### config.mk
export PLATFORM = sky130hd
export DESIGN_NAME = riscv_insn_prefetcher
export DESIGN_NICKNAME = d
export VERILOG_FILES = /design/src/rtl/riscv_pkg.sv /design/src/rtl/riscv_halfword_queue.sv /design/src/rtl/riscv_insn_prefetcher.sv
export SDC_FILE = /design/constraint.sdc
export NUM_CORES = 1
export LEC_CHECK = 0
export ABC_AREA = 1
export CAP_MARGIN = 10
export CORE_MARGIN = 5
export CORE_UTILIZATION = 35
export DETAILED_ROUTE_END_ITERATION = 12
export PLACE_DENSITY = 0.6
export SETUP_SLACK_MARGIN = 0.15
export SLEW_MARGIN = 20
export SYNTH_ARGS = -nofsm -noshare
export SYNTH_HDL_FRONTEND = slang
export SYNTH_SLANG_ARGS = --single-unit
export TNS_END_PERCENT = 10
### constraint.sdc
create_clock -name clock -period 8.1 [get_ports clock]
set_input_delay 1.62 -clock clock [delete_from_list [all_inputs] [get_ports clock]]
set_output_delay 1.62 -clock clock [all_outputs]
set_load 0.05 [all_outputs]
### src/rtl/riscv_pkg.sv
// Shared types and helpers for the instruction prefetcher: fetch FSM states,
// RISC-V length decode and the halfword PC width.
package riscv_pkg;

   typedef enum logic [1:0] {
      S_IDLE    = 2'd0,
      S_FETCH   = 2'd1,
      S_DISCARD = 2'd2
   } FetchState;

   function automatic logic isInsn32(input logic [15:0] halfword);
      return (halfword[1:0] == 2'b11);
   endfunction

   // A word-addressed bus of N lines needs N+1 bits to address halfwords.
   function automatic int halfwordPcWidth(input int addressSize);
      return addressSize + 1;
   endfunction

endpackage

### src/rtl/riscv_halfword_queue.sv
// Circular buffer of 16-bit halfwords with 0/1/2 push and pop per cycle,
// a flush that empties it, and a two-entry read port at the head.
module riscv_halfword_queue
   import riscv_pkg::*;
#(
   parameter int DEPTH = 8
) (
   input  logic                         clock_i,
   input  logic                         reset_i,
   input  logic                         flush_i,
   input  logic [1:0]                   pushCount_i,
   input  logic [15:0]                  pushData0_i,
   input  logic [15:0]                  pushData1_i,
   input  logic [1:0]                   popCount_i,
   output logic [$clog2(DEPTH+1)-1:0]   count_o,
   output logic [15:0]                  head0_o,
   output logic [15:0]                  head1_o
);

   localparam int PTR_W = $clog2(DEPTH);
   localparam int CNT_W = $clog2(DEPTH + 1);

   logic [15:0]      mem_q [DEPTH];
   logic [PTR_W-1:0] rdPtr_q;
   logic [PTR_W-1:0] rdPtr_d;
   logic [PTR_W-1:0] wrPtr_q;
   logic [PTR_W-1:0] wrPtr_d;
   logic [CNT_W-1:0] count_q;
   logic [CNT_W-1:0] count_d;
   logic [PTR_W-1:0] wrPtrPlus1;
   logic [PTR_W-1:0] rdPtrPlus1;

   assign wrPtrPlus1 = wrPtr_q + PTR_W'(1);
   assign rdPtrPlus1 = rdPtr_q + PTR_W'(1);

   // Pointer and occupancy next state; a flush overrides any push or pop.
   always_comb begin
      rdPtr_d = rdPtr_q;
      wrPtr_d = wrPtr_q;
      count_d = count_q;
      if (flush_i) begin
         rdPtr_d = {PTR_W{1'b0}};
         wrPtr_d = {PTR_W{1'b0}};
         count_d = {CNT_W{1'b0}};
      end else begin
         wrPtr_d = wrPtr_q + PTR_W'(pushCount_i);
         rdPtr_d = rdPtr_q + PTR_W'(popCount_i);
         count_d = count_q + CNT_W'(pushCount_i) - CNT_W'(popCount_i);
      end
   end

   // Pointer and occupancy registers.
   always_ff @(posedge clock_i) begin
      if (reset_i) begin
         rdPtr_q <= {PTR_W{1'b0}};
         wrPtr_q <= {PTR_W{1'b0}};
         count_q <= {CNT_W{1'b0}};
      end else begin
         rdPtr_q <= rdPtr_d;
         wrPtr_q <= wrPtr_d;
         count_q <= count_d;
      end
   end

   // Halfword storage; contents beyond count are don't-care, so no reset.
   always_ff @(posedge clock_i) begin
      if (!flush_i && !reset_i) begin
         if (pushCount_i != 2'd0) begin
            mem_q[wrPtr_q] <= pushData0_i;
         end
         if (pushCount_i == 2'd2) begin
            mem_q[wrPtrPlus1] <= pushData1_i;
         end
      end
   end

   assign count_o = count_q;
   assign head0_o = mem_q[rdPtr_q];
   assign head1_o = mem_q[rdPtrPlus1];

endmodule

### src/rtl/riscv_insn_prefetcher.sv
// Instruction prefetch queue: fetches 32-bit words into a halfword queue and
// presents one assembled 16/32-bit instruction per cycle, with redirect/flush.
module riscv_insn_prefetcher
   import riscv_pkg::*;
#(
   parameter int          ADDRESS_SIZE     = 15,
   parameter int unsigned RESET_PC_ADDRESS = 32'h0000_1000,
   parameter int          QUEUE_DEPTH      = 8
) (
   input  logic                    clock,
   input  logic                    reset,
   output logic [ADDRESS_SIZE-1:0] memAddress,
   output logic                    memStrobe,
   input  logic                    memReady,
   input  logic [31:0]             memDataRead,
   input  logic                    redirect,
   input  logic [ADDRESS_SIZE:0]   redirectPc,
   output logic                    insnValid,
   output logic [31:0]             insnCode,
   output logic                    insnIs32,
   output logic [ADDRESS_SIZE:0]   insnPc,
   input  logic                    insnAccept
);

   localparam int PC_W  = halfwordPcWidth(ADDRESS_SIZE);
   localparam int CNT_W = $clog2(QUEUE_DEPTH + 1);
   localparam logic [PC_W-1:0]  RESET_PC = PC_W'(RESET_PC_ADDRESS >> 1);
   localparam logic [CNT_W-1:0] DEPTH_C  = CNT_W'(QUEUE_DEPTH);

   FetchState              state_q;
   FetchState              state_d;
   logic [PC_W-1:0]        fetchPc_q;
   logic [PC_W-1:0]        fetchPc_d;
   logic [PC_W-1:0]        insnPc_q;
   logic [PC_W-1:0]        insnPc_d;
   logic [ADDRESS_SIZE-1:0] memAddress_q;
   logic [ADDRESS_SIZE-1:0] memAddress_d;
   logic                   memStrobe_q;
   logic                   memStrobe_d;

   logic [1:0]             pushCount;
   logic [15:0]            pushData0;
   logic [15:0]            pushData1;
   logic [1:0]             popCount;
   logic [CNT_W-1:0]       qCount;
   logic [15:0]            head0;
   logic [15:0]            head1;
   logic                   hasSpace;

   riscv_halfword_queue #(
      .DEPTH(QUEUE_DEPTH)
   ) u_queue (
      .clock_i     (clock),
      .reset_i     (reset),
      .flush_i     (redirect),
      .pushCount_i (pushCount),
      .pushData0_i (pushData0),
      .pushData1_i (pushData1),
      .popCount_i  (popCount),
      .count_o     (qCount),
      .head0_o     (head0),
      .head1_o     (head1)
   );

   assign hasSpace  = ((DEPTH_C - qCount) >= CNT_W'(2));
   assign insnIs32  = isInsn32(head0);
   assign insnValid = (qCount >= CNT_W'(2)) || ((qCount != {CNT_W{1'b0}}) && !insnIs32);
   assign insnCode  = insnIs32 ? {head1, head0} : {16'h0000, head0};

   // Fetch FSM next state, enqueue control and fetch PC tracking.
   always_comb begin
      state_d      = state_q;
      fetchPc_d    = fetchPc_q;
      memAddress_d = memAddress_q;
      memStrobe_d  = memStrobe_q;
      pushCount    = 2'd0;
      pushData0    = 16'h0000;
      pushData1    = 16'h0000;
      case (state_q)
         S_IDLE: begin
            if (!redirect && hasSpace) begin
               memAddress_d = fetchPc_q[ADDRESS_SIZE:1];
               memStrobe_d  = 1'b1;
               state_d      = S_FETCH;
            end else begin
               state_d      = S_IDLE;
            end
         end
         S_FETCH: begin
            // Ready coinciding with a redirect completes the bus cycle, so
            // the stale word is simply dropped instead of waiting in discard.
            if (memReady) begin
               memStrobe_d = 1'b0;
               state_d     = S_IDLE;
               if (redirect) begin
                  pushCount = 2'd0;
               end else if (fetchPc_q[0]) begin
                  pushCount = 2'd1;
                  pushData0 = memDataRead[31:16];
                  fetchPc_d = fetchPc_q + PC_W'(1);
               end else begin
                  pushCount = 2'd2;
                  pushData0 = memDataRead[15:0];
                  pushData1 = memDataRead[31:16];
                  fetchPc_d = fetchPc_q + PC_W'(2);
               end
            end else if (redirect) begin
               state_d = S_DISCARD;
            end else begin
               state_d = S_FETCH;
            end
         end
         S_DISCARD: begin
            if (memReady) begin
               memStrobe_d = 1'b0;
               state_d     = S_IDLE;
            end else begin
               state_d     = S_DISCARD;
            end
         end
         default: begin
            memStrobe_d = 1'b0;
            state_d     = S_IDLE;
         end
      endcase
      if (redirect) begin
         fetchPc_d = redirectPc;
      end else begin
         fetchPc_d = fetchPc_d;
      end
   end

   // Consumer side: pop the head and advance the instruction PC.
   always_comb begin
      popCount = 2'd0;
      insnPc_d = insnPc_q;
      if (insnValid && insnAccept) begin
         popCount = insnIs32 ? 2'd2 : 2'd1;
      end else begin
         popCount = 2'd0;
      end
      if (redirect) begin
         insnPc_d = redirectPc;
      end else begin
         insnPc_d = insnPc_q + PC_W'(popCount);
      end
   end

   // State and registered outputs.
   always_ff @(posedge clock) begin
      if (reset) begin
         state_q      <= S_IDLE;
         fetchPc_q    <= RESET_PC;
         insnPc_q     <= RESET_PC;
         memAddress_q <= {ADDRESS_SIZE{1'b0}};
         memStrobe_q  <= 1'b0;
      end else begin
         state_q      <= state_d;
         fetchPc_q    <= fetchPc_d;
         insnPc_q     <= insnPc_d;
         memAddress_q <= memAddress_d;
         memStrobe_q  <= memStrobe_d;
      end
   end

   assign memAddress = memAddress_q;
   assign memStrobe  = memStrobe_q;
   assign insnPc     = insnPc_q;

endmodule

==> results of run 1 <==
## logic make-up (layout without fill, tap and decap cells)
| logic type | after synthesis | after routing |
|---|---|---|
| AOI/OAI and AO/OA | 424 | 424 |
| xor gates and xnor gates | 9 | 9 |
| and+or+nand+nor | 617 | 617 |
| buffers and inverters | 170 | 249 |
| adders and majority gates | 24 | 24 |
| other | 0 | 1 |
| DFF | 188 | 188 |
## final timing paths
path,from,end
setup / recovery,u_queue.rdPtr_q[0],insnCode[22]
hold / removal,memAddress[12],memAddress[12]
setup reg to reg,u_queue.rdPtr_q[1],insnPc[12]
hold reg to reg,memAddress[12],memAddress[12]
## flip-flops by register name, indices dropped and copies added (netlist names)
| signal | flops |
|---|---|
| u_queue.mem_q | 128 |
| fetchPc_q | 16 |
| insnPc | 16 |
| memAddress | 15 |
| u_queue.count_o | 4 |
| u_queue.rdPtr_q | 3 |
| u_queue.wrPtr_q | 3 |
| state_q | 2 |
| memStrobe | 1 |
## critical path, stage by stage, from the launching register on
cell,delay (ns)
dfxtp_4,0.36
ha_1,0.27
buf_4,0.39
clkinv_1,1.00
o21ai_0,0.33
nor2_1,0.07
o22ai_1,0.35
nor2_1,0.09
clkdlybuf4s50_1,0.72
## routing by layer
metal  vias up  track usage (%)
met5         -                0
met4        10            4.696
met3        59            3.772
met2       415            33.27
met1      4809            26.16
li1       5075                -
## where the power goes
group          switching, mW  internal, mW  leakage [nW]  total [mW]
registers             0.0372          1.07          1.68        1.10
logic                  0.746         0.342          2.83        1.09
clock network          0.412         0.437         0.283       0.849
## per-stage QoR
stage               hold WS (ns)  instance area (um^2)
finish                    0.4662                 13340
global route              0.4926                 13330
CTS                       0.4693                 13330
detailed placement        0.4553                 12750
global placement          0.4583                 12750
floorplan                 0.4873                 11440
## layout make-up
class	count	area share [%]
flip-flops and latches	188	37.86
diodes	1	0.01876
clock inverters	14	1.135
clock buffers	18	3.218
repair buffers	136	9.898
multi-input cells	1074	41.39
inverters	81	2.336
well taps	442	4.147
## cell usage in the layout, fill, tap and decap left out, types with 4 or more instances in the layout
cell type	instances
nand4_1	18
edfxtp_1	128
o21bai_1	16
nor2_1	196
inv_6	5
clkinv_4	4
o21ai_1	125
a21oi_1	39
nand2_4	12
o21ai_2	23
o21ai_0	149
ha_1	19
dfxtp_1	59
clkbuf_16	17
nor3_1	6
a22o_4	9
inv_2	4
buf_4	17
fa_1	5
clkdlybuf4s50_1	118
nor2_2	5
o211ai_1	4
xor2_1	6
nand3_1	52
inv_1	73
a22o_1	7
o22ai_1	45
nand2_1	316
==> results_dict.tcl, run 1 <==
set metrics [dict create \
    drtAntennaViolNets 0 \
    routedWlPerCell_um 18.38 \
    synth_compound_area_share_pct 21.62 \
    io_pins 119 \
    grt_max_degree 130 \
    yosys_warnings 0 \
    syn_inst 1432 \
    synth.most_common_cell "nand2_1" \
    avgSynthCellArea_um2 7.992 \
    viasPerCell 5.306 \
    skew_ns 0.01288 \
    holdCritPathClass "register to register" \
    synth-xor-area-share_pct 0.6888 \
    syn-num-nets 1509 \
    fin_cells 1954 \
    path_clk_slew_ns 0.08 \
    wl_met1_mm 15.46 \
    dieHeight_um 190.8 \
    grt_pass1_vias 9972 \
    peakVddDrop_mv 0.1352 \
    yosys_most_used_dff "edfxtp_1" \
    synth.top_cells.by_area "edfxtp_1 34%, dfxtp_1 10%, nand2_1 10%" \
    grt_pass1_wl_mm 56.18 \
    setup_ws_ns 2.461 \
    fillerInstances 3270 \
    fin_crit_sh_pct 69.62 \
    synth.distinct_cells 44 \
    power.density_nw_per_um2 228.0 \
    cts_tree "yes" \
    worstMarginPinSlew_ns 1.113 \
    coreArea_um2 32370 \
    synthMuxAreaShare_pct 0 \
    crit_required_ns 6.48 \
    antenna_found_initial 6 \
    seq_area_frac_synth_pct 44.08 \
    min_period_ns 5.639 \
    clk_latency_ns 0.45 \
    hold_viol_final 0 \
    power_leakage_nw 4.793 \
    cts.sinks 188 \
    drtPass1Iterations 6 \
    crit_fanout 33 \
    port_buffers 118 \
    p_total_mw 3.041 \
    row_count 66 \
    multi_input_area_um2 5520 \
    postCtsSetupRepairBufs 0 \
    end_kind "primary output" \
    max-cap-violations 0 \
    h-tree-depth 4 \
    wirelength_mm 35.92 \
    met2_length_mm 17.07 \
    dp.cells 1921 \
    synth_top_family_by_area "simple AND/OR/NAND/NOR gates" \
    hold_depth 2 \
    critPathKind "register to primary output" \
    fin_tns_setup_ns 0 \
    die_area_um2 36420 \
    final_util_pct 41.20 \
    grt_usage_pct 19.68 \
    r2r_slack_ns 4.05 \
    vias 10368 \
    cp.arrival_ns 4.02 \
    async_flop_share_pct 0 \
    status "finished clean" \
    route.met3.wl_mm 2.736 \
    numCtsBuffers 17 \
    drtIter0Drc 892 \
    finalSetupViolations 0 \
    drc 0 \
    slew_viol_final 0 \
    clock.fmax_mhz 177.3 \
    synth_seq_cells 188 \
    yosys.area_share.adder_pct 2.952 \
    rsz0062_at_grt "no" \
    start_util_pct 35.35 \
    syn_area_um2 11440 \
    gp_congestion 0.8472 \
    top_layer "met5" \
    drive_gt1_share_pct 7.611 \
    cts-root-buf "clkbuf_16" \
    nNetsFinal 1575 \
    regArea_um2 5049 \
    yosys.area_share.simple_pct 22.81 \
    syn_to_final_growth_pct 16.53 \
    synth_common_cells "316 x nand2_1, 196 x nor2_1, 156 x o21ai_0" \
    synth_top_area_share_pct 33.58 \
    synth_edf_count 128 \
    overflow 0 \
    synth_top_area_cell "edfxtp_1" \
    die_width_um 190.8 \
    worstRegToRegCells 19 \
    worstSetupStartpointType "register" \
    dp_hpwl_mm 24.01 \
    slew_headroom_pct 25.34 \
    ctsResizeCount 0 \
    dp_slack_ns 2.797 \
    postCtsHoldBufs 0 \
    cts_max_path_buffers 2 \
]
No activity file was read; power rests on OpenSTA's default activity.
==> run 2, diff against run 1 <==
==> constraint.sdc (replaced) <==
create_clock -name clock -period 5.25 [get_ports clock]
set_input_delay 1.05 -clock clock [delete_from_list [all_inputs] [get_ports clock]]
set_output_delay 1.05 -clock clock [all_outputs]
set_load 0.05 [all_outputs]
==> run 2 against run 1 <==
Effect of this change: hold slack lost 0.015 ns; register-to-register slack worse by 2.8 ns; final cell count grew 0.15%; global-route usage increased by 0.59 points; first-iteration DRC count increased by 19%; largest cell class unchanged; sequential share of layout area increased by 0.053 points; clock power grew 53%; die area unchanged; routed wire length up 4.5%; core utilization is 0.058 points lower; highest routed layer unchanged.
==> results_dict.tcl, run 2 (same netlist as run 1, synthesis figures left out) <==
set metrics [dict create \
    wirelength_mm 37.52 \
    clk_latency_ns 0.44 \
    r2r_slack_ns 1.22 \
    min_period_ns 4.667 \
    port_buffers 118 \
    hold_viol_final 0 \
    grt_pass1_vias 9622 \
    cts-root-buf "clkbuf_16" \
    crit_fanout 59 \
    grt_usage_pct 20.26 \
    die_area_um2 36420 \
    crit_required_ns 4.20 \
    die_width_um 190.8 \
    peakVddDrop_mv 0.2007 \
    drtIter0Drc 1065 \
    holdCritPathClass "register to register" \
    row_count 66 \
    postCtsHoldBufs 0 \
    critPathKind "register to primary output" \
    worstMarginPinSlew_ns 1.122 \
    power_leakage_nw 4.827 \
    syn_to_final_growth_pct 16.37 \
    numCtsBuffers 17 \
    drive_gt1_share_pct 8.647 \
    drtAntennaViolNets 0 \
    layout_commonest_cell "nand2_1" \
    vias 10460 \
    fin_tns_setup_ns 0 \
    path_clk_slew_ns 0.07 \
    cts.sinks 188 \
    cp.arrival_ns 3.62 \
    fin_crit_sh_pct 88.90 \
    status "finished clean" \
    dp_hpwl_mm 26.47 \
    finalSetupViolations 0 \
    io_pins 119 \
    cts_max_path_buffers 2 \
    slew_headroom_pct 24.72 \
    end_kind "primary output" \
    drc 0 \
    clock.fmax_mhz 214.3 \
    h-tree-depth 4 \
    cts_tree "yes" \
    rsz0062_at_grt "no" \
    nNetsFinal 1579 \
    postCtsSetupRepairBufs 0 \
    regMostFlops "u_queue.mem_q" \
    start_util_pct 35.35 \
    largest_reg_flops 128 \
    power.density_nw_per_um2 353.0 \
    n_antenna_cell 0 \
    mostFrequentLayoutCells "316 x nand2_1, 196 x nor2_1, 149 x o21ai_0" \
    grt_max_degree 77 \
    routedWlPerCell_um 19.17 \
    viasPerCell 5.345 \
    max-cap-violations 0 \
    overflow 0 \
    fillerInstances 3345 \
    drtPass1Iterations 5 \
    coreArea_um2 32370 \
    worstSetupStartpointType "register" \
    ctsResizeCount 0 \
    dieHeight_um 190.8 \
    skew_ns 0.01360 \
    grt_pass1_wl_mm 57.26 \
    slew_viol_final 0 \
    gp_congestion 0.8960 \
    antenna_found_initial 4 \
    final_util_pct 41.14 \
]
==> run 2: layout make-up <==
type	count	area, um^2	share of cell area (%)
clock buffers	19	432.9	3.251
clock inverters	13	141.4	1.062
inverters	81	311.5	2.339
multi-input cells	1074	5509	41.37
flip-flops and latches	188	5049	37.91
well taps	442	553.0	4.153
repair buffers	140	1321	9.921
==> run 2: where the power goes <==
part | switching, mW | internal, mW
sequential | 0.0783 | 1.65
combinational | 1.15 | 0.527
clock | 0.597 | 0.704
==> run 2: layer usage <==
layer | part of all wire [%] | GRT usage, % | vias to the layer above
met5 | 0.13 | 0 | -
met3 | 9.4 | 5.126 | 44
met1 | 44 | 28.88 | 4923
met4 | 1.3 | 4.227 | 8
met2 | 45 | 31.31 | 427
li1 | - | - | 5058
==> run 2: path summary, 6_finish.rpt <==
check                           from            to  depth (start not counted)
setup reg to reg  u_queue.rdPtr_q[0]    insnPc[12]                         16
hold reg to reg            memStrobe     memStrobe                          2
hold / removal             memStrobe     memStrobe                          2
setup / recovery  u_queue.rdPtr_q[0]  insnCode[25]                          9
==> run 2: through the flow <==
step	total power, mW	hold slack, ns	setup slack [ns]	instances	cell area [um^2]
after floorplan	2.928	0.4873	1.798	1432	11440
after global placement	3.407	0.4436	1.134	1925	12740
after detailed placement	3.423	0.4419	1.090	1925	12740
after CTS	4.708	0.4603	0.5998	1957	13320
after global routing	4.934	0.4829	0.2861	1957	13320
final	4.701	0.4512	0.5827	1957	13320
==> run 2: critical path, stage by stage (launching register included) <==
cell	delay [ns]
dfxtp_4	0.70
clkinv_2	0.70
nand2_1	0.23
nand3_1	0.08
nand2_1	0.07
nand2_1	0.06
nand2_2	0.13
nand2_4	0.18
nor2_1	0.17
clkdlybuf4s50_1	0.81
==> run 3, diff against run 2 <==
--- a/config.mk
+++ b/config.mk
@@ -8,11 +8,11 @@
 export ABC_AREA = 1
 export CAP_MARGIN = 10
 export CORE_MARGIN = 5
-export CORE_UTILIZATION = 35
+export CORE_UTILIZATION = 55
 export DETAILED_ROUTE_END_ITERATION = 12
-export PLACE_DENSITY = 0.6
+export PLACE_DENSITY = 0.84
 export SETUP_SLACK_MARGIN = 0.15
-export SLEW_MARGIN = 20
+export SLEW_MARGIN = 40
 export SYNTH_ARGS = -nofsm -noshare
 export SYNTH_HDL_FRONTEND = slang
 export SYNTH_SLANG_ARGS = --single-unit
==> run 3 against run 2 <==
Effect of this change: sequential share of layout area is 0.32 points higher; combinational power hardly changed; first-iteration DRC count is 24% higher; power is 0.86% higher; critical path depth is 1 lower; flip-flop and latch count stayed put; global-route usage is 8.0 points higher; non-clock buffer count is 1 lower; die area is 35% lower; fmax is 4.9% higher; setup slack better by 0.22 ns; clock skew is 0.0055 ns lower; critical endpoint is now insnValid; largest cell class unchanged; highest routed layer unchanged.
==> results_dict.tcl, run 3 (same netlist as run 1, synthesis figures left out) <==
set metrics [dict create \
    drtIter0Drc 1317 \
    r2r_slack_ns 1.31 \
    io_pins 119 \
    wirelength_mm 34.25 \
    postCtsHoldBufs 0 \
    cts.sinks 188 \
    n_antenna_cell 0 \
    path_cells "buf_4, inv_1, nand2_1, nand2_2, nand2_4, inv_2, o21bai_1, clkdlybuf4s50_1" \
    regMostFlops "u_queue.mem_q" \
    syn_to_final_growth_pct 15.40 \
    nNetsFinal 1578 \
    slew_viol_final 0 \
    slew_headroom_pct 46.60 \
    holdCritPathClass "register to register" \
    cp.arrival_ns 3.40 \
    row_count 52 \
    coreArea_um2 20360 \
    comb_power_share_pct 35.0 \
    numCtsBuffers 17 \
    worstMarginPinSlew_ns 0.8001 \
    slowest_delay_ns 0.83 \
    critPathKind "register to primary output" \
    hp-start "memAddress[14]" \
    grt_pass1_vias 10185 \
    h-tree-depth 4 \
    viasPerCell 6.053 \
    overflow 0 \
    fillerInstances 1653 \
    die_area_um2 23790 \
    grt_pass1_wl_mm 53.99 \
    clock.fmax_mhz 224.7 \
    crit_required_ns 4.20 \
    end_kind "primary output" \
    power_leakage_nw 4.846 \
    reg2reg_to "insnPc[12]" \
    cts_tree "yes" \
    drc 0 \
    worstRegToRegCells 16 \
    cts_max_path_buffers 2 \
    max-cap-violations 0 \
    fin_tns_setup_ns 0 \
    hold_depth 2 \
    drtAntennaViolNets 0 \
    p_total_mw 4.742 \
    slowest_stage "clkdlybuf4s50_1" \
    clk_latency_ns 0.44 \
    postCtsSetupRepairBufs 0 \
    critPathBufInv 4 \
    hold_viol_final 0 \
    finalSetupViolations 0 \
    start_util_pct 56.20 \
    routedWlPerCell_um 19.20 \
    gp_congestion 0.9593 \
    vias 10798 \
    die_width_um 154.3 \
    port_buffers 118 \
    skew_ns 0.008127 \
    min_to "memAddress[14]" \
    mostFrequentLayoutCells "316 x nand2_1, 196 x nor2_1, 149 x o21ai_0" \
    critPathTopFamily "buffers and inverters" \
    antenna_found_initial 4 \
    switching_share_pct 37.61 \
    r2r_start "u_queue.rdPtr_q[2]" \
    clkPwrFrac_pct 28.8 \
    cts-root-buf "clkbuf_16" \
    layout_commonest_cell "nand2_1" \
    dieHeight_um 154.3 \
    worstSetupStartpointType "register" \
    path_clk_slew_ns 0.07 \
    ctsResizeCount 0 \
    dp_hpwl_mm 22.89 \
    fin_crit_sh_pct 84.79 \
    status "finished clean" \
    grt_usage_pct 28.28 \
    pwr-share-seq_pct 36.2 \
    rsz0062_at_grt "no" \
    largest_reg_flops 128 \
    power.density_nw_per_um2 359.0 \
    p_sw_mw 1.783 \
    peakVddDrop_mv 0.2233 \
    min_period_ns 4.451 \
    drtPass1Iterations 5 \
    internal-power_mw 2.958 \
    drive_gt1_share_pct 7.992 \
    crit_fanout 18 \
    grt_max_degree 105 \
]
[run 3: changes by cell type in the layout (fill, tap and decap cells not counted), moves of 3 or more]
cell / previous run / this run
clkbuf_16: 17 / 21
clkdlybuf4s50_1: 103 / 118
clkbuf_8: 0 / 4
buf_4: 36 / 19
clkinvlp_4: 4 / 1
[run 3: layout make-up]
cell class	count	area (um^2)	share of cell area, %
repair buffers	139	1355	10.26
well taps	270	337.8	2.558
multi-input cells	1074	5513	41.74
clock inverters	7	60.06	0.4547
flip-flops and latches	188	5049	38.22
clock buffers	25	580.6	4.396
inverters	81	312.8	2.368
[run 3: power groups by stage]
stage	Combinational (mW)	Clock (mW)	Sequential [mW]
after detailed placement	1.63	0	1.74
after floorplan	1.11	0	1.82
after global placement	1.60	0	1.74
after CTS	1.65	1.36	1.71
final	1.66	1.36	1.72
after global routing	1.80	1.43	1.72
[run 3: metal layers]
metal / global-route usage (%) / vias to the layer above / part of all wire, %
met1: 36.11 / 4924 / 38
li1: - / 5060 / -
met3: 7.516 / 136 / 12
met5: 0 / - / 0.14
met4: 11.82 / 8 / 3.9
met2: 45.72 / 670 / 47
[run 3: worst max-delay path by stage]
| stage | startpoint | to | slack, ns | cells after the start |
|---|---|---|---|---|
| 2_1_floorplan | redirect | u_queue.mem_q[6][0] | 1.80 | 6 |
| 3_3_place_gp | u_queue.rdPtr_q[1] | insnCode[17] | 1.28 | 8 |
| 3_5_place_dp | u_queue.rdPtr_q[0] | insnValid | 1.21 | 10 |
| 4_1_cts | u_queue.rdPtr_q[0] | insnValid | 0.75 | 10 |
| 5_1_grt | u_queue.rdPtr_q[1] | insnCode[21] | 0.67 | 8 |
| 6_report | u_queue.rdPtr_q[2] | insnValid | 0.80 | 8 |
[run 3: worst register-to-register path: stages (launching register included)]
cell and delay (ns):
dfxtp_1 0.61, buf_4 0.35, inv_1 0.42, nand2_1 0.21, nand2_2 0.09, nand2_4 0.23, o211ai_1 0.13, inv_1 0.19
ha_1 0.21, inv_1 0.05, fa_1 0.39, nor2_1 0.28, nand2_1 0.17, nor2_1 0.19, nand3_1 0.10, nand3_1 0.10
o21ai_0 0.08
[run 3: per-stage QoR]
step	util [%]	cell area [um^2]	cells	hold WS (ns)	worst slack, ns
floorplan	-	11440	1432	0.4873	1.798
global placement	61.66	12560	1752	0.4520	1.277
detailed placement	61.67	12560	1752	0.4568	1.209
CTS	64.82	13200	1784	0.4679	0.7450
global route	64.86	13210	1784	0.4811	0.6720
finish	64.86	13210	1784	0.4666	0.7987
